===== src/rtl/ps2_keymap.sv =====
// PS/2 scan-code decoder with a writable key map that produces a held-key bitmap and press/release pulses.
// Latency: 1 cycle from terminal byte to outputs. No backpressure: it accepts one byte per clock.
module ps2_keymap #(
   parameter int NUM_KEYS       = 8,
   parameter int TIMEOUT_CYCLES = 50000,
   localparam int AW            = (NUM_KEYS > 1) ? $clog2(NUM_KEYS) : 1
) (
   input  logic                clk,
   input  logic                rst,
   input  logic [7:0]          byte_data,
   input  logic                byte_valid,
   input  logic                cfg_we,
   input  logic [AW-1:0]       cfg_addr,
   input  logic [8:0]          cfg_code,
   output logic [NUM_KEYS-1:0] keys_held,
   output logic [NUM_KEYS-1:0] key_pressed,
   output logic [NUM_KEYS-1:0] key_released,
   output logic                changed
);
   localparam int TW = (TIMEOUT_CYCLES > 1) ? $clog2(TIMEOUT_CYCLES + 1) : 1;

   typedef enum logic [2:0] {
      ST_IDLE,
      ST_EXT,
      ST_BRK,
      ST_EXT_BRK,
      ST_SKIP
   } state_t;

   function automatic logic [8:0] default_code(input int idx);
      case (idx)
         0:       return 9'h01A;
         1:       return 9'h022;
         2:       return 9'h05A;
         3:       return 9'h012;
         4:       return 9'h174;
         5:       return 9'h16B;
         6:       return 9'h172;
         7:       return 9'h175;
         default: return 9'h000;
      endcase
   endfunction

   state_t              state_q, state_d;
   logic [2:0]          skip_cnt_q, skip_cnt_d;
   logic [TW-1:0]       tmo_cnt_q, tmo_cnt_d;
   logic [8:0]          map_q [NUM_KEYS];
   logic [8:0]          map_d [NUM_KEYS];
   logic [NUM_KEYS-1:0] held_q, held_d;
   logic [NUM_KEYS-1:0] pressed_q, pressed_d;
   logic [NUM_KEYS-1:0] released_q, released_d;
   logic                changed_q, changed_d;

   logic                term_vld;
   logic                term_make;
   logic [8:0]          term_code;

   always_comb begin
      state_d    = state_q;
      skip_cnt_d = skip_cnt_q;
      tmo_cnt_d  = tmo_cnt_q;
      term_vld   = 1'b0;
      term_make  = 1'b0;
      term_code  = 9'h000;

      if (byte_valid) begin
         tmo_cnt_d = '0;
         case (state_q)
            ST_IDLE: begin
               case (byte_data)
                  8'hE0: state_d = ST_EXT;
                  8'hF0: state_d = ST_BRK;
                  8'hE1: begin
                     state_d    = ST_SKIP;
                     skip_cnt_d = 3'd7;
                  end
                  8'hAA, 8'hFA, 8'hFE, 8'hEE, 8'h00, 8'hFF: state_d = ST_IDLE;
                  default: begin
                     term_vld  = 1'b1;
                     term_make = 1'b1;
                     term_code = {1'b0, byte_data};
                  end
               endcase
            end
            ST_EXT: begin
               if (byte_data == 8'hF0) begin
                  state_d = ST_EXT_BRK;
               end else if (byte_data != 8'hE0) begin
                  state_d   = ST_IDLE;
                  term_vld  = 1'b1;
                  term_make = 1'b1;
                  term_code = {1'b1, byte_data};
               end
            end
            ST_BRK: begin
               state_d   = ST_IDLE;
               term_vld  = 1'b1;
               term_code = {1'b0, byte_data};
            end
            ST_EXT_BRK: begin
               state_d   = ST_IDLE;
               term_vld  = 1'b1;
               term_code = {1'b1, byte_data};
            end
            ST_SKIP: begin
               skip_cnt_d = skip_cnt_q - 3'd1;
               if (skip_cnt_q == 3'd1) begin
                  state_d = ST_IDLE;
               end
            end
            default: state_d = ST_IDLE;
         endcase
      end else if (state_q != ST_IDLE) begin
         // Abandon a stalled prefix; a byte arriving in this same cycle takes the branch above instead.
         if (tmo_cnt_q == TW'(TIMEOUT_CYCLES - 1)) begin
            state_d    = ST_IDLE;
            tmo_cnt_d  = '0;
            skip_cnt_d = 3'd0;
         end else begin
            tmo_cnt_d = tmo_cnt_q + TW'(1);
         end
      end
   end

   always_comb begin
      held_d = held_q;
      map_d  = map_q;
      for (int i = 0; i < NUM_KEYS; i++) begin
         if (term_vld && (map_q[i][7:0] != 8'h00) && (map_q[i] == term_code)) begin
            held_d[i] = term_make;
         end
      end
      // The config write lands after matching so its clear overrides a same-cycle make.
      if (cfg_we && ({1'b0, cfg_addr} < (AW + 1)'(NUM_KEYS))) begin
         map_d[cfg_addr]  = cfg_code;
         held_d[cfg_addr] = 1'b0;
      end
      pressed_d  = held_d & ~held_q;
      released_d = ~held_d & held_q;
      changed_d  = |(pressed_d | released_d);
   end

   always_ff @(posedge clk) begin
      if (rst) begin
         state_q    <= ST_IDLE;
         skip_cnt_q <= 3'd0;
         tmo_cnt_q  <= '0;
         held_q     <= '0;
         pressed_q  <= '0;
         released_q <= '0;
         changed_q  <= 1'b0;
         for (int i = 0; i < NUM_KEYS; i++) begin
            map_q[i] <= default_code(i);
         end
      end else begin
         state_q    <= state_d;
         skip_cnt_q <= skip_cnt_d;
         tmo_cnt_q  <= tmo_cnt_d;
         held_q     <= held_d;
         pressed_q  <= pressed_d;
         released_q <= released_d;
         changed_q  <= changed_d;
         map_q      <= map_d;
      end
   end

   assign keys_held    = held_q;
   assign key_pressed  = pressed_q;
   assign key_released = released_q;
   assign changed      = changed_q;
endmodule


===== config.mk =====
export PLATFORM = sky130hd
export DESIGN_NAME = ps2_keymap
export DESIGN_NICKNAME = d
export VERILOG_FILES = /design/src/rtl/ps2_keymap.sv
export SDC_FILE = /design/constraint.sdc
export NUM_CORES = 1
export LEC_CHECK = 0
export CORE_ASPECT_RATIO = 1.25
export CORE_UTILIZATION = 40
export DETAILED_ROUTE_END_ITERATION = 8
export GPL_TIMING_DRIVEN = 1
export MAX_ROUTING_LAYER = met4
export SYNTH_ARGS = -nofsm -noshare
export SYNTH_HDL_FRONTEND = slang
export SYNTH_SLANG_ARGS = --single-unit

===== constraint.sdc =====
create_clock -name clk -period 3.3 [get_ports clk]
set_clock_uncertainty 0.05 [all_clocks]
set_input_delay 0.66 -clock clk [delete_from_list [all_inputs] [get_ports clk]]
set_output_delay 0.66 -clock clk [all_outputs]
set_load 0.005 [all_outputs]

==> run metrics, run 1 <==
fin crit share=between 90 and 100%; Post-Syn Instances=829; first-pass GRT wire length=33,900 um; post-route setup slack=0.0249 ns; Inst Count DP=1,142; DR iter-0 viols=459; ys async rst share=0%; Syn Area/Cell=8.07 um^2; ANT cells=0; Nets=1,009; Max Cap Viol=0; row cnt=52; Boundary Pins=49; Critical R2R Capture=changed$_SDFF_PP0_; Combinational Power Share=about an eighth; Initial Utilization=41.1%; Fmax=slightly above 0.3 GHz; most common cell after layout, fill and taps aside=dfxtp_1; crit end category=flop; Vias=around 6,600; Cell Int Power=2.79 mW; Area Overhead vs Synth=35.8%; DRC=0; Longest Clk Path Bufs=2; critical path arrival=3.50 ns; syn nets=about 870; Placed Area=0.00802 mm^2; ys flop type=dfxtp_1; switch share=about a quarter; critical path required time=approximately 3.5 ns; Post-synth EDFFs=0; die area=roughly 0.017 mm^2; WL/cell=18.0 um; reg2reg path depth=16; Die Y=147 um; PnR Total Power=3.75 mW; first-pass iteration count of the detailed router=8; clock network power share=48.0%; Non-Filler Instances=1,195; CTS Root Cell=clkbuf_16; VDD IR-drop max=approximately 0.34 mV; Rel. slew slack=a little over half; r2r startpoint=state_q[2]$_SDFFE_PP0P_; CP startpoint=byte_valid; Lkg Pwr=around 3.3 nW; TritonCTS clock tree=yes; vias per cell=5.53; R2R Setup Slk=0.08 ns; Psw=0.958 mW; fin area=roughly 0.0091 mm^2; Worst Hold Depth=2; Seq pwr share=39.9%; most frequent cells in the layout=dfxtp_1 (119), buf_4 (117), nor2_1 (92); Worst-path clk slew=0.06 ns; Startpoint Class=primary input; CP max FO=8; cts hold-fix bufs=0; fraction of layout cells with a size suffix above 1=22.8%; initial antenna violation count=0; Setup WS pre-CTS=-0.880 ns; H-tree depth=4; Fin. Hold Viols=0; Post-DRT Antenna Nets=0; Synth Register Bits=119; Synth cell types=a little under 70; Hold Slack=0.426 ns; clk_lat worst skew=0.42 ns; Congestion Overflow GR=0; vias in the first global route=6,372; Ys Warns=0; detailed placer's ending HPWL=about 15,000 um; worst hold path type=flop to flop; clock buffer count from CTS=17; worst slew pin tran=a little under 0.7 ns; register area share after synthesis=35.6%; Placer Congestion=0.947; crit path capture=changed$_SDFF_PP0_; largest net degree at the start of global routing=67; synthesized area=~0.0067 mm^2; buffers added on ports=between 40 and 50; core area=0.0163 mm^2; minimum clock period after layout=3.28 ns; final setup vio count=0; outcome=finished, final reports clean; RSZ-0062 raised after global routing=true; DIE WIDTH=around 120 um; Total GRT Usage=between 20% and 30%; power density over cell area=413 mW/mm^2; final wirelength=21,600 um; Final Slew Violations=0; WS Path Type=primary input to flop; clock sinks=between 100 and 150; min-delay src=skip_cnt_q[2]$_SDFFE_PP0P_
-- stage by stage --
step	utilization (%)	TNS, ns
6_report	55.8	0
5_1_grt	55.8	-0.0976
4_1_cts	54.6	0
3_5_place_dp	49.3	-13.95
3_3_place_gp	49.3	-14.58
2_1_floorplan	-	-0.0478
-- cells in the mapped netlist, drive strengths merged (3+ instances only) --
| master | instances | area [um^2] |
|---|---|---|
| and2 | 4 | 25.0 |
| a311oi | 6 | 52.6 |
| nand2 | 91 | 342 |
| o22ai | 4 | 25.0 |
| a22o | 3 | 26.3 |
| nand3 | 29 | 145 |
| nor3 | 31 | 155 |
| nor2 | 92 | 345 |
| nand3b | 8 | 60.1 |
| nand4 | 17 | 106 |
| o21ai | 23 | 115 |
| or2 | 10 | 62.6 |
| a31oi | 7 | 43.8 |
| ha | 19 | 238 |
| buf | 13 | 57.6 |
| o211ai | 5 | 37.5 |
| nand2b | 7 | 43.8 |
| a211o | 28 | 245 |
| inv | 23 | 86.3 |
| a21oi | 42 | 210 |
| dfxtp | 119 | 2380 |
| o311ai | 4 | 52.6 |
| a32oi | 8 | 70.1 |
| clkbuf | 43 | 168 |
| or3 | 3 | 18.8 |
| nor4 | 10 | 68.8 |
| o2bb2ai | 4 | 35.0 |
| xor2 | 21 | 184 |
| nor4b | 6 | 52.6 |
| a22oi | 5 | 37.5 |
| mux2i | 26 | 260 |
| nor2b | 49 | 307 |
| a2111oi | 6 | 71.3 |
| xnor2 | 28 | 245 |
-- cells by family after synthesis --
family | after synthesis | share of synthesized area (%)
AO/OA/AOI/OAI | 168 | 18.3
AND/OR/NAND/NOR | 367 | 27.2
multiplexers | 28 | 4.23
adder cells (fa/ha/maj) | 19 | 3.55
XOR/XNOR | 49 | 6.42
flip-flops | 119 | 35.6
buffers and inverters | 79 | 4.66
-- routing by layer --
metal / vias up / track usage (%) / part of all wire (%)
met5: - / - / 0
li1: 3217 / - / -
met2: 217 / 42.5 / 49
met1: 3117 / 31.1 / 42
met4: 0 / 11.7 / 3.5
met3: 54 / 4.34 / 5.3
-- how the worst min path moves through the flow --
| stage | slack [ns] | end |
|---|---|---|
| final | 0.43 | skip_cnt_q[2]$_SDFFE_PP0P_ |
| after global routing | 0.44 | tmo_cnt_q[1]$_SDFFE_PP0N_ |
| after CTS | 0.43 | skip_cnt_q[2]$_SDFFE_PP0P_ |
| after detailed placement | 0.42 | map_q[44]$_SDFFE_PP0P_ |
| after global placement | 0.41 | map_q[44]$_SDFFE_PP0P_ |
| after floorplan | 0.40 | map_q[71]$_SDFFE_PP0P_ |
-- power by group through the flow --
stage | clock network (mW) | logic [mW] | registers (mW)
global route | 1.91 | 0.487 | 1.50
CTS | 1.83 | 0.430 | 1.49
detailed placement | 0 | 0.405 | 1.53
global placement | 0 | 0.404 | 1.52
floorplan | 0 | 0.232 | 1.52
finish | 1.80 | 0.455 | 1.50
-- sequential cells by signal, summed over array words and instances, names as in the netlist --
register      cells
tmo_cnt_q        16
changed           1
key_pressed       8
skip_cnt_q        3
state_q           3
keys_held         8
map_q            72
key_released      8
-- final cells by class --
cell class | count | area [um^2]
clock inverters | 12 | 128
repair buffers | 174 | 1450
flip-flops and latches | 119 | 2380
clock buffers | 20 | 447
well taps | 216 | 270
fillers | 1533 | 7190
multi-input cells | 631 | 4310
inverters | 23 | 86.3
-- critical path, cell delays in order --
cell           delay (ns)
dlygate4sd2_1        0.24
nor2b_1              0.14
buf_4                0.16
buf_4                0.17
nand2_2              0.12
a22o_1               0.20
nor4_1               0.32
o211ai_1             0.16
nor4_2               0.31
buf_4                0.17
mux2i_2              0.22
nor2_1               0.07
ha_1                 0.32
nand4_1              0.09
nor2_1               0.09
nor2_1               0.05
-- repair_timing --
action | CTS | global route
buffers inserted | 15 | 7
endpoints found under the setup margin | 20 | 12
pin swaps | 18 | 29
cloned | 0 | 0
gates resized for setup | 57 | 47
Note: power is estimated with default switching activity, not from simulation.
==> run 2: changes to the inputs <==
--- a/config.mk
+++ b/config.mk
@@ -5,11 +5,13 @@
 export SDC_FILE = /design/constraint.sdc
 export NUM_CORES = 1
 export LEC_CHECK = 0
+export CELL_PAD_IN_SITES_DETAIL_PLACEMENT = 1
+export CELL_PAD_IN_SITES_GLOBAL_PLACEMENT = 2
 export CORE_ASPECT_RATIO = 1.25
-export CORE_UTILIZATION = 40
+export CORE_UTILIZATION = 32
 export DETAILED_ROUTE_END_ITERATION = 8
 export GPL_TIMING_DRIVEN = 1
-export MAX_ROUTING_LAYER = met4
+export PLACE_DENSITY_LB_ADDON = 0.1
 export SYNTH_ARGS = -nofsm -noshare
 export SYNTH_HDL_FRONTEND = slang
 export SYNTH_SLANG_ARGS = --single-unit
==> run 2 against run 1 <==
Against the previous run:
- the flow now finishes with violations (setup timing)
- setup slack worse by 0.054 ns
- clock power is 6% higher
- cell count is 5.1% higher
- fmax is 1.6% lower
- core utilization is 10 points lower
- critical path depth is 2 higher
- clock-buffer cell count is 3 lower
- combinational power is 6.2% higher
==> run metrics, run 2 (synthesis gave the netlist of run 1 again) <==
outcome=finished with violations; failing checks=setup timing; fin crit share=101% (+1.6 points); Inst Count DP=1,209 (+5.9%); Placed Area=0.00818 mm^2 (+1.9%); Initial Utilization=32.9% (-8.2 points); detailed placer's ending HPWL=20,200 um (+35%); Setup WS pre-CTS=-1.07 ns (-0.194 ns); Vias=6,816 (+3.2%); r2r startpoint=state_q[2]$_SDFFE_PP0P_; final setup vio count=1 (+1); CTS Root Cell=clkbuf_16; Reg with most FFs=map_q; Longest Clk Path Bufs=2 (unchanged); number of flip-flops under the largest register name=72 (unchanged); post-route setup slack=-0.0286 ns (-0.0535 ns); DR iter-0 viols=391 (-15%); RSZ-0062 raised after global routing=true; Startpoint Class=primary input; Max Cap Viol=0 (unchanged); critical path required time=3.56 ns (+0.03 ns); minimum clock period after layout=3.33 ns (+0.0535 ns); Final Core Density=45.6% (-10 points); CP max FO=5 (-3); Total GRT Usage=26.5% (+0.59 points); initial antenna violation count=0 (unchanged); Worst-path clk slew=0.06 ns (about the same); Post-DRT Antenna Nets=0 (unchanged); ANT cells=0 (unchanged); vias per cell=5.43 (-1.8%); clock buffer count from CTS=17 (unchanged); DIE WIDTH=131 um (+12%); vias in the first global route=7,406 (+16%); fin area=0.00927 mm^2 (+2.1%); DRC=0 (unchanged); CP startpoint=byte_data[1]; clk_lat worst skew=0.43 ns (about the same); Lkg Pwr=3.40 nW (+1.7%); Die Y=164 um (+12%); worst slew pin tran=0.767 ns (+0.0798 ns); first-pass iteration count of the detailed router=6 (-2); Nets=1,016 (+0.69%); final wirelength=27,500 um (+27%); TritonCTS clock tree=yes; clock sinks=119 (unchanged); critical path arrival=3.59 ns (+0.09 ns); row cnt=58 (+12%); Fin. Hold Viols=0 (unchanged); crit end category=flop; Area Overhead vs Synth=38.6%; buffers added on ports=48 (unchanged); Non-Filler Instances=1,256 (+5.1%); WL/cell=21.9 um (+21%); Congestion Overflow GR=0 (unchanged); worst hold path type=flop to flop; Final TNS setup=-0.0286 ns (-0.0286 ns); Boundary Pins=49 (unchanged); most common cell after layout, fill and taps aside=buf_4; Rel. slew slack=48.5% (-5.7 points); VDD IR-drop max=0.341 mV (+1.7%); top flop regs=map_q x72, tmo_cnt_q x16; min-delay src=tmo_cnt_q[1]$_SDFFE_PP0N_; largest net degree at the start of global routing=52 (-22%); core area=0.0203 mm^2 (+25%); WS Path Type=primary input to flop; cts hold-fix bufs=0 (unchanged); first-pass GRT wire length=43,000 um (+27%); most frequent cells in the layout=buf_4 (120), dfxtp_1 (118), nor2_1 (92); Placer Congestion=0.888 (-6.1%); H-tree depth=4 (unchanged); die area=0.0215 mm^2 (+25%); fraction of layout cells with a size suffix above 1=23.8% (+1.1 points); power density over cell area=419 mW/mm^2 (+1.5%); Fmax=0.300 GHz (-1.6%); Final Slew Violations=0 (unchanged)
==> run 2: power by group <==
group,leakage [nW],switching (mW),internal (mW)
combinational,2.16,0.282,0.201
sequential,0.965,0.0300,1.46
clock,0.279,0.781,1.13
total,3.40,1.09,2.79
==> run 2: final cells by class <==
class,instances,area [um^2]
repair buffers,181,1500
clock buffers,17,425
well taps,270,338
flip-flops and latches,119,2380
inverters,23,86.3
clock inverters,15,168
fillers,2363,11100
multi-input cells,631,4370
==> run 2: final timing paths <==
kind / cells after the start / slack (ns) / to
worst max-delay path: 18 / -0.03 / changed$_SDFF_PP0_
worst min-delay path: 2 / 0.44 / tmo_cnt_q[1]$_SDFFE_PP0N_
worst max register to register: 14 / 0 / changed$_SDFF_PP0_
worst min register to register: 2 / 0.44 / tmo_cnt_q[1]$_SDFFE_PP0N_
==> run 2: repair_timing <==
item	in CTS	in global routing
cloned	2	0
hold endpoints to repair	0	0
endpoints found under the setup margin	24	9
pin swaps	30	10
buffers inserted	13	1
gates resized for setup	90	23
==> run 2: critical path: stages <==
cell and delay [ns]:
buf_6 0.09, buf_4 0.15, nor4_4 0.27, buf_4 0.18, o2bb2ai_4 0.16, a21boi_4 0.11
buf_4 0.16, o21ai_0 0.19, buf_4 0.18, a32oi_1 0.08, nor4_2 0.32, buf_4 0.19
mux2i_4 0.23, nor2_1 0.08, ha_1 0.29, nand4_1 0.09, nor2_1 0.10, nor2_1 0.05
==> run 2: stage by stage <==
stage	hold WS [ns]	power, mW
after global placement	0.410	1.96
after floorplan	0.398	1.75
after detailed placement	0.429	1.97
after global routing	0.459	4.03
after CTS	0.442	3.93
final	0.438	3.89
==> run 2: layer usage <==
metal | vias up | wire length, um | global-route usage [%]
li1 | 3221 | - | -
met3 | 55 | 776 | 3.76
met2 | 150 | 14400 | 50.3
met5 | - | 0 | 0
met1 | 3390 | 11300 | 29.2
met4 | 0 | 958 | 11.9
